File: config.mk
export PLATFORM = sky130hd
export DESIGN_NAME = core_sequencer
export DESIGN_NICKNAME = d
export VERILOG_FILES = /design/src/rtl/core_sequencer.sv
export SDC_FILE = /design/constraint.sdc
export NUM_CORES = 1
export LEC_CHECK = 0
export CORE_ASPECT_RATIO = 0.75
export CORE_MARGIN = 2
export CORE_UTILIZATION = 55
export DETAILED_ROUTE_END_ITERATION = 16
export HOLD_SLACK_MARGIN = 0.05
export PLACE_DENSITY = 0.95
export SLEW_MARGIN = 20
export SYNTH_ARGS = -nofsm -noshare
export SYNTH_HDL_FRONTEND = slang
export SYNTH_SLANG_ARGS = --single-unit
File: constraint.sdc
create_clock -name clk -period 5.9 [get_ports clk]
set_input_delay 1.77 -clock clk [delete_from_list [all_inputs] [get_ports clk]]
set_output_delay 1.77 -clock clk [all_outputs]
set_load 0.005 [all_outputs]
File: src/rtl/core_sequencer.sv
// Multi-cycle core sequencer. Walks one instruction at a time through
// FETCH, DECODE, EXEC, MEM and WB, firing a one-cycle enable into each stage
// and waiting for that stage's completed pulse. Owns the architectural PC,
// the retired-instruction counter and a per-stage timeout.
//
// Handshake (initiator side): *_enabled is high only in the first cycle of a
// stage state (the entry cycle). The matching *_completed is honoured in any
// later cycle of that state and is ignored in the entry cycle, ignored for
// non-current stages, and ignored outside the stage states.
module core_sequencer #(
  parameter logic [31:0] RESET_PC       = 32'h0000_0000,
  parameter int unsigned TIMEOUT_CYCLES = 1024,
  parameter int unsigned CNT_W          = 32
) (
  input  logic             clk,
  input  logic             rstn,
  input  logic             run,
  input  logic             halt_req,
  output logic             fetch_enabled,
  input  logic             fetch_completed,
  output logic [31:0]      fetch_pc,
  output logic             decode_enabled,
  input  logic             decode_completed,
  output logic             exec_enabled,
  input  logic             exec_completed,
  input  logic             exec_is_jump_chosen,
  input  logic [31:0]      exec_jump_dest,
  output logic             mem_enabled,
  input  logic             mem_completed,
  output logic             wb_enabled,
  input  logic             wb_completed,
  output logic [31:0]      pc,
  output logic             busy,
  output logic             halted,
  output logic             error,
  output logic [CNT_W-1:0] retired_count,
  output logic [2:0]       state_o
);

  typedef enum logic [2:0] {
    S_IDLE   = 3'd0,
    S_FETCH  = 3'd1,
    S_DECODE = 3'd2,
    S_EXEC   = 3'd3,
    S_MEM    = 3'd4,
    S_WB     = 3'd5,
    S_HALT   = 3'd6,
    S_ERROR  = 3'd7
  } state_t;

  // Timer value seen in the last non-entry cycle still allowed to complete.
  localparam logic [31:0] TIMEOUT_LAST = 32'(TIMEOUT_CYCLES - 1);

  state_t      state;
  logic        halt_latch;
  logic        jump_taken;
  logic [31:0] jump_target;
  logic [31:0] timer;

  logic in_stage;
  logic cur_en;
  logic cur_done_in;
  logic stage_done;
  logic stage_timeout;
  logic halt_now;
  logic misaligned;

  // Pick the enable/completed pair belonging to the current stage.
  always_comb begin
    in_stage    = 1'b1;
    cur_en      = 1'b0;
    cur_done_in = 1'b0;
    case (state)
      S_FETCH:  begin cur_en = fetch_enabled;  cur_done_in = fetch_completed;  end
      S_DECODE: begin cur_en = decode_enabled; cur_done_in = decode_completed; end
      S_EXEC:   begin cur_en = exec_enabled;   cur_done_in = exec_completed;   end
      S_MEM:    begin cur_en = mem_enabled;    cur_done_in = mem_completed;    end
      S_WB:     begin cur_en = wb_enabled;     cur_done_in = wb_completed;     end
      default:  in_stage = 1'b0;
    endcase
  end

  // Completion wins over a timeout landing in the same cycle.
  assign stage_done    = in_stage && !cur_en && cur_done_in;
  assign stage_timeout = (TIMEOUT_CYCLES != 0) && in_stage && !cur_en &&
                         !cur_done_in && (timer == TIMEOUT_LAST);
  // A halt request arriving in the final WB cycle still counts.
  assign halt_now      = halt_latch || halt_req;
  assign misaligned    = exec_is_jump_chosen && (exec_jump_dest[1:0] != 2'b00);

  // Status flags are straight decodes of the state register.
  assign state_o  = state;
  assign busy     = in_stage;
  assign halted   = (state == S_HALT);
  assign error    = (state == S_ERROR);
  assign fetch_pc = pc;

  // Sequencer FSM: state, stage enables, PC, counters and latches.
  always_ff @(posedge clk) begin
    if (!rstn) begin
      state          <= S_IDLE;
      pc             <= RESET_PC;
      retired_count  <= '0;
      timer          <= '0;
      halt_latch     <= 1'b0;
      jump_taken     <= 1'b0;
      jump_target    <= '0;
      fetch_enabled  <= 1'b0;
      decode_enabled <= 1'b0;
      exec_enabled   <= 1'b0;
      mem_enabled    <= 1'b0;
      wb_enabled     <= 1'b0;
    end else begin
      fetch_enabled  <= 1'b0;
      decode_enabled <= 1'b0;
      exec_enabled   <= 1'b0;
      mem_enabled    <= 1'b0;
      wb_enabled     <= 1'b0;
      if (in_stage && halt_req) halt_latch <= 1'b1;

      case (state)
        S_IDLE: begin
          if (run) begin
            state         <= S_FETCH;
            fetch_enabled <= 1'b1;
            timer         <= '0;
          end
        end
        S_HALT: begin
          if (run) begin
            state         <= S_FETCH;
            fetch_enabled <= 1'b1;
            timer         <= '0;
            halt_latch    <= 1'b0;
          end
        end
        S_ERROR: begin
          state <= S_ERROR;
        end
        default: begin
          if (stage_done) begin
            timer <= '0;
            case (state)
              S_FETCH: begin
                state          <= S_DECODE;
                decode_enabled <= 1'b1;
              end
              S_DECODE: begin
                state        <= S_EXEC;
                exec_enabled <= 1'b1;
              end
              S_EXEC: begin
                jump_taken  <= exec_is_jump_chosen;
                jump_target <= exec_jump_dest;
                if (misaligned) begin
                  state <= S_ERROR;
                end else begin
                  state       <= S_MEM;
                  mem_enabled <= 1'b1;
                end
              end
              S_MEM: begin
                state      <= S_WB;
                wb_enabled <= 1'b1;
              end
              default: begin
                retired_count <= retired_count + CNT_W'(1);
                pc            <= jump_taken ? jump_target : pc + 32'd4;
                if (halt_now) begin
                  state <= S_HALT;
                end else begin
                  state         <= S_FETCH;
                  fetch_enabled <= 1'b1;
                end
              end
            endcase
          end else if (stage_timeout) begin
            state <= S_ERROR;
          end else if (!cur_en) begin
            timer <= timer + 32'd1;
          end
        end
      endcase
    end
  end

endmodule
==> metrics.yaml, run 1 <==
outcome:
  status: "finished, final reports clean"
critical_path:
  endpoint_kind: "primary output"
  reg2regPathDepth: 7
  r2r_end: "fetch_pc[10]"
  crit_required_ns: 4.13
  max_stage_delay_ns: 0.92
  r2r_slack_ns: 2.24
  critPathKind: "reg -> out"
  reg2reg_from: "state_o[1]"
  critPathSlowestCell: "dfxtp_1"
  crit_fanout: 28
  crit_chain: "clkinv_1, nor3_1, clkdlybuf4s50_1"
  cp_data_arrival_time_ns: 2.80
  path_buf_inv: 2
  cp_top_family: "buffers and inverters"
  critPathLaunchType: "register"
power:
  power_density_mw_per_mm2: 302.6
  seq_power_share: 0.372
  power.share.clock: 0.424
  p_leak_nw: 2.876
  comb_power_share: 0.204
  internal_power_mw: 1.890
  p_sw_frac: 0.3093
  power.switching_uw: 846.5
  ir_drop_v: 0.0002370
timing:
  fmax_mhz: 218.7
  worst_pin_slew_ns: 1.136
  setup_viol: 0
  finalWorstSetupSlack_ns: 1.328
  rsz0062_at_grt: "no"
  relSlewSlack: 0.2428
  slew_violations: 0
  skew_ns: 0.01177
  hold_violations: 0
  period_share: 0.7750
  fin_tns_setup_ns: 0
  fin_crit_ns: 4.572
placement:
  gp_congestion: 0.9088
  dp_hpwl_um: 13050
  dpl_worst_slack_ns: 1.645
  io_buffers: 148
grt:
  overflow: 0
  gr-usage-all-layers: 0.2848
  grt_pass1_vias: 6401
  grt_start_max_net_pins: 65
  antenna_found_initial: 0
  grt_pass1_wl_um: 31900
clock_tree:
  cts_sinks: 138
  holdBufCountCts: 0
  cts_setup_buffers: 0
  cts_tree: "done"
  cts_max_level: 4
  cts-buffers-inserted: 17
  clkSlewWorstSetupHoldPaths_ns: 0.06
  clockBufferDepth: 2
  clockRootBuffer: "clkbuf_16"
  cts_resized: 0
  clock_latency_ns: 0.43
floorplanning:
  io_pins: 149
  fp-row-count: 36
  start_util: 0.5576
  die_x_um: 135.7
  die-area_mm2: 0.01395
  core_area_mm2: 0.01284
  die_y_um: 102.8
finish:
  n_antenna_cell: 0
  drive_gt1_frac: 0.06325
  fill_cells: 969
  syn_to_final_growth_pct: 26.36
  layout.nets: 1028
routing:
  wl_per_cell_um: 17.18
  via_per_inst: 6.210
  drtPass1Iterations: 7
  antenna_left: 0
  drt_iter0_drc: 825
  vias: 7247
  drc: 0
  totalWireLength_um: 20050
synth:
  ys_warn_count: 0
  yosysSeqAreaShare: 0.3859
  avgSynthCellArea_um2: 7.998
  synth_ff_type: "dfxtp_1"
  syn_inst: 895
  netlist_area_mm2: 0.007158
  synth_top_area_frac: 0.3859
  yosys-top-cells-area: "dfxtp_1 (39%), nand2_1 (6.3%), a21oi_1 (5.8%), nor2_1 (3.9%), buf_4 (3.6%)"
  async_flop_share: 0
  yosysTopAreaCell: "dfxtp_1"
  synth_edf_count: 0
  synth.net_count: 940
  ys_top_cells_by_count: "dfxtp_1 (138), nand2_1 (120), a21oi_1 (83)"
  synth.most_common_cell: "dfxtp_1"
  synth-seq-cells: 138
  synth_cell_types: 69
hold_path:
  hp-class: "reg -> reg"
  min_to: "fetch_pc[1]"
  hold_path_startpoint: "jump_target[1]"
  hold_depth: 2
flow_run:
  maxCapViolCount: 0
metrics by stage:
stage	cell area, µm²	power, mW	cells	hold WS [ns]	util
after detailed placement	8402	1.571	1135	0.4414	0.6545
final	9045	2.737	1167	0.4540	0.7046
after CTS	9045	2.726	1167	0.4529	0.7046
after floorplan	7158	1.430	895	0.4321	-
after global placement	8402	1.554	1135	0.4432	0.6545
after global routing	9045	2.842	1167	0.4734	0.7046
tightest hold or removal path: cells and delay by family, from the launching register on:
family | cells | cell delay, ns
simple gates | 1 | 0.05
compound gates | 1 | 0.05
flops | 1 | 0.31
registers in the layout, summed over array words and instances (netlist names):
register	flops
fetch_pc	32
jump_target	32
fetch_enabled	1
state_o	3
jump_taken	1
wb_enabled	1
mem_enabled	1
retired_count	32
decode_enabled	1
exec_enabled	1
timer	32
halt_latch	1
logic make-up (layout without fill, tap and decap cells):
kind of cell             after synthesis  after routing  share of synthesized area
multiplexers                          14             14                    0.02185
XOR/XNOR                              29             29                    0.03548
AO/OA/AOI/OAI                        223            223                     0.2043
buffers and inverters                108            209                    0.08250
adder cells (fa/ha/maj)                3              3                   0.005244
flip-flops                           138            138                     0.3859
AND/OR/NAND/NOR                      380            380                     0.2646
cells in the final DEF (no fill, tap or decap), types with 4 or more instances in the layout:
cell and count:
inv_1 17, or3_1 12, nand2_1 120, a31oi_1 5
o211ai_1 19, nor2b_1 7, and4_1 8, o31ai_1 14
buf_4 8, nor3_1 33, dfxtp_1 138, o22ai_1 14
clkbuf_16 17, bufinv_16 4, nand3_1 42, xor2_1 4
xnor2_1 25, mux2i_1 10, or4_1 6, nor4_1 16
clkdlybuf4s50_1 148, or2_2 4, clkinv_4 7, o21ai_0 24
o221ai_1 9, nand4_1 21, a22oi_1 15, nor2_1 74
a21oi_1 83, and3_1 14, a211oi_1 8, o41ai_1 4
a21o_1 4
worst max path at each step:
stage | slack, ns | cells after the start | startpoint | end
after floorplan | 2.50 | 8 | exec_completed | timer[20]
after detailed placement | 1.65 | 7 | wb_completed | timer[13]
final | 1.33 | 3 | state_o[1] | halted
after global routing | 1.14 | 3 | state_o[1] | halted
after CTS | 1.39 | 3 | state_o[1] | halted
after global placement | 1.71 | 7 | wb_completed | timer[12]
power by group through the flow:
| stage | combinational, mW | sequential, mW | clock, mW |
|---|---|---|---|
| 6_report | 0.558 | 1.02 | 1.16 |
| 5_1_grt | 0.604 | 1.02 | 1.22 |
| 4_1_cts | 0.546 | 1.01 | 1.17 |
| 3_5_place_dp | 0.537 | 1.03 | 0 |
| 3_3_place_gp | 0.522 | 1.03 | 0 |
| 2_1_floorplan | 0.437 | 0.993 | 0 |
final cells by class:
cell class	count	area, µm²	area share
sequential	138	2763	0.3054
timing repair buffer	156	1541	0.1704
clock buffer	17	425.4	0.04703
clock inverter	15	217.7	0.02407
multi-input combinational	649	3805	0.4207
inverter	21	78.83	0.008715
tap	171	214.0	0.02365
routing by layer:
| layer | vias up | track usage | wire length, µm |
|---|---|---|---|
| li1 | 3405 | - | - |
| met1 | 3422 | 0.3811 | 8429 |
| met2 | 376 | 0.4654 | 9499 |
| met3 | 44 | 0.06096 | 1801 |
| met4 | 0 | 0.09135 | 323 |
| met5 | - | 0 | 0 |
No activity file was read; power rests on OpenSTA's default activity.
==> inputs of run 2 (changes only) <==
--- a/config.mk
+++ b/config.mk
@@ -7,10 +7,10 @@
 export LEC_CHECK = 0
 export CORE_ASPECT_RATIO = 0.75
 export CORE_MARGIN = 2
-export CORE_UTILIZATION = 55
+export CORE_UTILIZATION = 47
 export DETAILED_ROUTE_END_ITERATION = 16
 export HOLD_SLACK_MARGIN = 0.05
-export PLACE_DENSITY = 0.95
+export PLACE_DENSITY = 0.89
 export SLEW_MARGIN = 20
 export SYNTH_ARGS = -nofsm -noshare
 export SYNTH_HDL_FRONTEND = slang
==> constraint.sdc (replaced) <==
create_clock -name clk -period 3.8 [get_ports clk]
set_input_delay 1.14 -clock clk [delete_from_list [all_inputs] [get_ports clk]]
set_output_delay 1.14 -clock clk [all_outputs]
set_load 0.005 [all_outputs]
==> run 2 against run 1 <==
Compared with the run above: non-clock buffer count rose by 9; final area rose by 1.2%; power rose by 52%; clock-buffer cell count rose by 4; sequential power rose by 54%; utilization fell by 9.7 points; clock power rose by 47%; wire length rose by 0.92%; critical path depth did not move; hold slack improved by 0.0020 ns; cell count rose by 3.7%.
==> metrics.yaml, run 2 (synthesis gave the netlist of run 1 again) <==
clock_tree:
  clkSlewWorstSetupHoldPaths_ns: 0.06
  cts_sinks: 138
  clockBufferDepth: 2
  clockRootBuffer: "clkbuf_16"
  cts_setup_buffers: 0
  clock_latency_ns: 0.42
  cts_tree: "done"
  holdBufCountCts: 0
  cts_max_level: 4
  cts-buffers-inserted: 17
  cts_resized: 0
hold_path:
  hp-class: "reg -> reg"
critical_path:
  crit_end: "halted"
  critPathLaunchType: "register"
  crit_required_ns: 2.66
  reg2reg_from: "state_o[2]"
  cp_data_arrival_time_ns: 2.30
  r2r_end: "fetch_pc[19]"
  reg2regPathDepth: 6
  critPathKind: "reg -> out"
  crit_fanout: 22
  crit_path_start: "state_o[2]"
  endpoint_kind: "primary output"
  r2r_slack_ns: 0.61
power:
  ir_drop_v: 0.0003215
  p_leak_nw: 2.912
  power_density_mw_per_mm2: 455.8
floorplanning:
  core_area_mm2: 0.01508
  die_x_um: 146.5
  die_y_um: 110.9
  die-area_mm2: 0.01624
  fp-row-count: 39
  io_pins: 149
  start_util: 0.4747
routing:
  antenna_left: 0
  wl_per_cell_um: 16.73
  totalWireLength_um: 20240
  drtPass1Iterations: 5
  drc: 0
  via_per_inst: 5.977
  vias: 7232
  drt_iter0_drc: 561
grt:
  grt_pass1_vias: 6698
  grt_start_max_net_pins: 40
  overflow: 0
  gr-usage-all-layers: 0.2452
  antenna_found_initial: 1
  grt_pass1_wl_um: 33120
finish:
  syn_to_final_growth_pct: 27.88
  layout.nets: 1037
  n_antenna_cell: 0
  final_common_cell: "clkdlybuf4s50_1"
  layout_common_cells: "clkdlybuf4s50_1 (148), dfxtp_1 (138), nand2_1 (120), a21oi_1 (83), nor2_1 (74)"
  drive_gt1_frac: 0.06965
  fin_area_mm2: 0.009154
timing:
  fin_crit_ns: 3.441
  rsz0062_at_grt: "no"
  hold_violations: 0
  fin_tns_setup_ns: 0
  setup_viol: 0
  fmax_mhz: 290.6
  period_share: 0.9055
  skew_ns: 0.009558
  slew_violations: 0
  relSlewSlack: 0.4670
  worst_pin_slew_ns: 0.7935
placement:
  place_area_mm2: 0.008549
  dp_hpwl_um: 13260
  gp_congestion: 0.8309
  io_buffers: 148
flow_run:
  maxCapViolCount: 0
outcome:
  status: "finished, final reports clean"
## run 2: changes by cell type in the layout (fill, tap and decap cells not counted)
cell        previous run  this run
clkbuf_8               0         2
buf_4                  8        14
clkbuf_1               0         2
clkinvlp_4             0         1
clkinv_4               7         2
buf_12                 0         3
bufinv_16              4         3
inv_8                  2         0
clkinv_2               1         4
## run 2: metrics by stage
stage / setup WS (ns) / hold slack (ns) / power [mW] / instances / util
finish: 0.3592 / 0.4560 / 4.172 / 1210 / 0.6071
global placement: 0.3396 / 0.4424 / 2.446 / 1178 / 0.5670
detailed placement: 0.2280 / 0.4494 / 2.470 / 1178 / 0.5670
CTS: 0.3640 / 0.4549 / 4.157 / 1210 / 0.6071
floorplan: 1.032 / 0.4321 / 2.220 / 895 / -
global route: 0.2579 / 0.4704 / 4.341 / 1210 / 0.6071
## run 2: worst min-delay path by stage
stage / startpoint / end / slack, ns / cells past startpoint
detailed placement: jump_target[15] / jump_target[15] / 0.45 / 2
finish: jump_target[5] / jump_target[5] / 0.46 / 2
CTS: jump_target[6] / jump_target[6] / 0.45 / 2
global placement: jump_target[1] / fetch_pc[1] / 0.44 / 2
floorplan: jump_target[0] / fetch_pc[0] / 0.43 / 2
global route: jump_target[5] / jump_target[5] / 0.47 / 2
## run 2: final cells by class
cell class              instances  area, µm²
multi-input cells             649       3805
well taps                     205      256.5
fillers                      1287       5924
clock inverters                11      143.9
inverters                      21      78.83
clock buffers                  21      460.4
repair buffers                165       1647
flip-flops and latches        138       2763
## run 2: per-layer routing
metal | vias up | global-route usage | share of wire
li1 | 3425 | - | -
met1 | 3439 | 0.3276 | 0.44
met2 | 338 | 0.3903 | 0.46
met3 | 28 | 0.06996 | 0.093
met4 | 2 | 0.06602 | 0.0093
met5 | - | 0 | 0.00064
## run 2: worst max-delay path, stage by stage (launching register included)
cell and delay [ns]:
dfxtp_1 0.79, inv_1 0.20, nor3_1 0.31, clkdlybuf4s50_1 0.57
## run 2: power breakdown
part / switching [mW] / internal (mW)
clock: 0.645 / 1.07
combinational: 0.539 / 0.352
sequential: 0.0838 / 1.49
==> inputs of run 3 (changes only) <==
--- a/config.mk
+++ b/config.mk
@@ -5,6 +5,7 @@
 export SDC_FILE = /design/constraint.sdc
 export NUM_CORES = 1
 export LEC_CHECK = 0
+export CAP_MARGIN = 20
 export CORE_ASPECT_RATIO = 0.75
 export CORE_MARGIN = 2
 export CORE_UTILIZATION = 47
==> results of run 3 <==
Same layout as run 2: the final DEF is identical, and so are final timing and power.
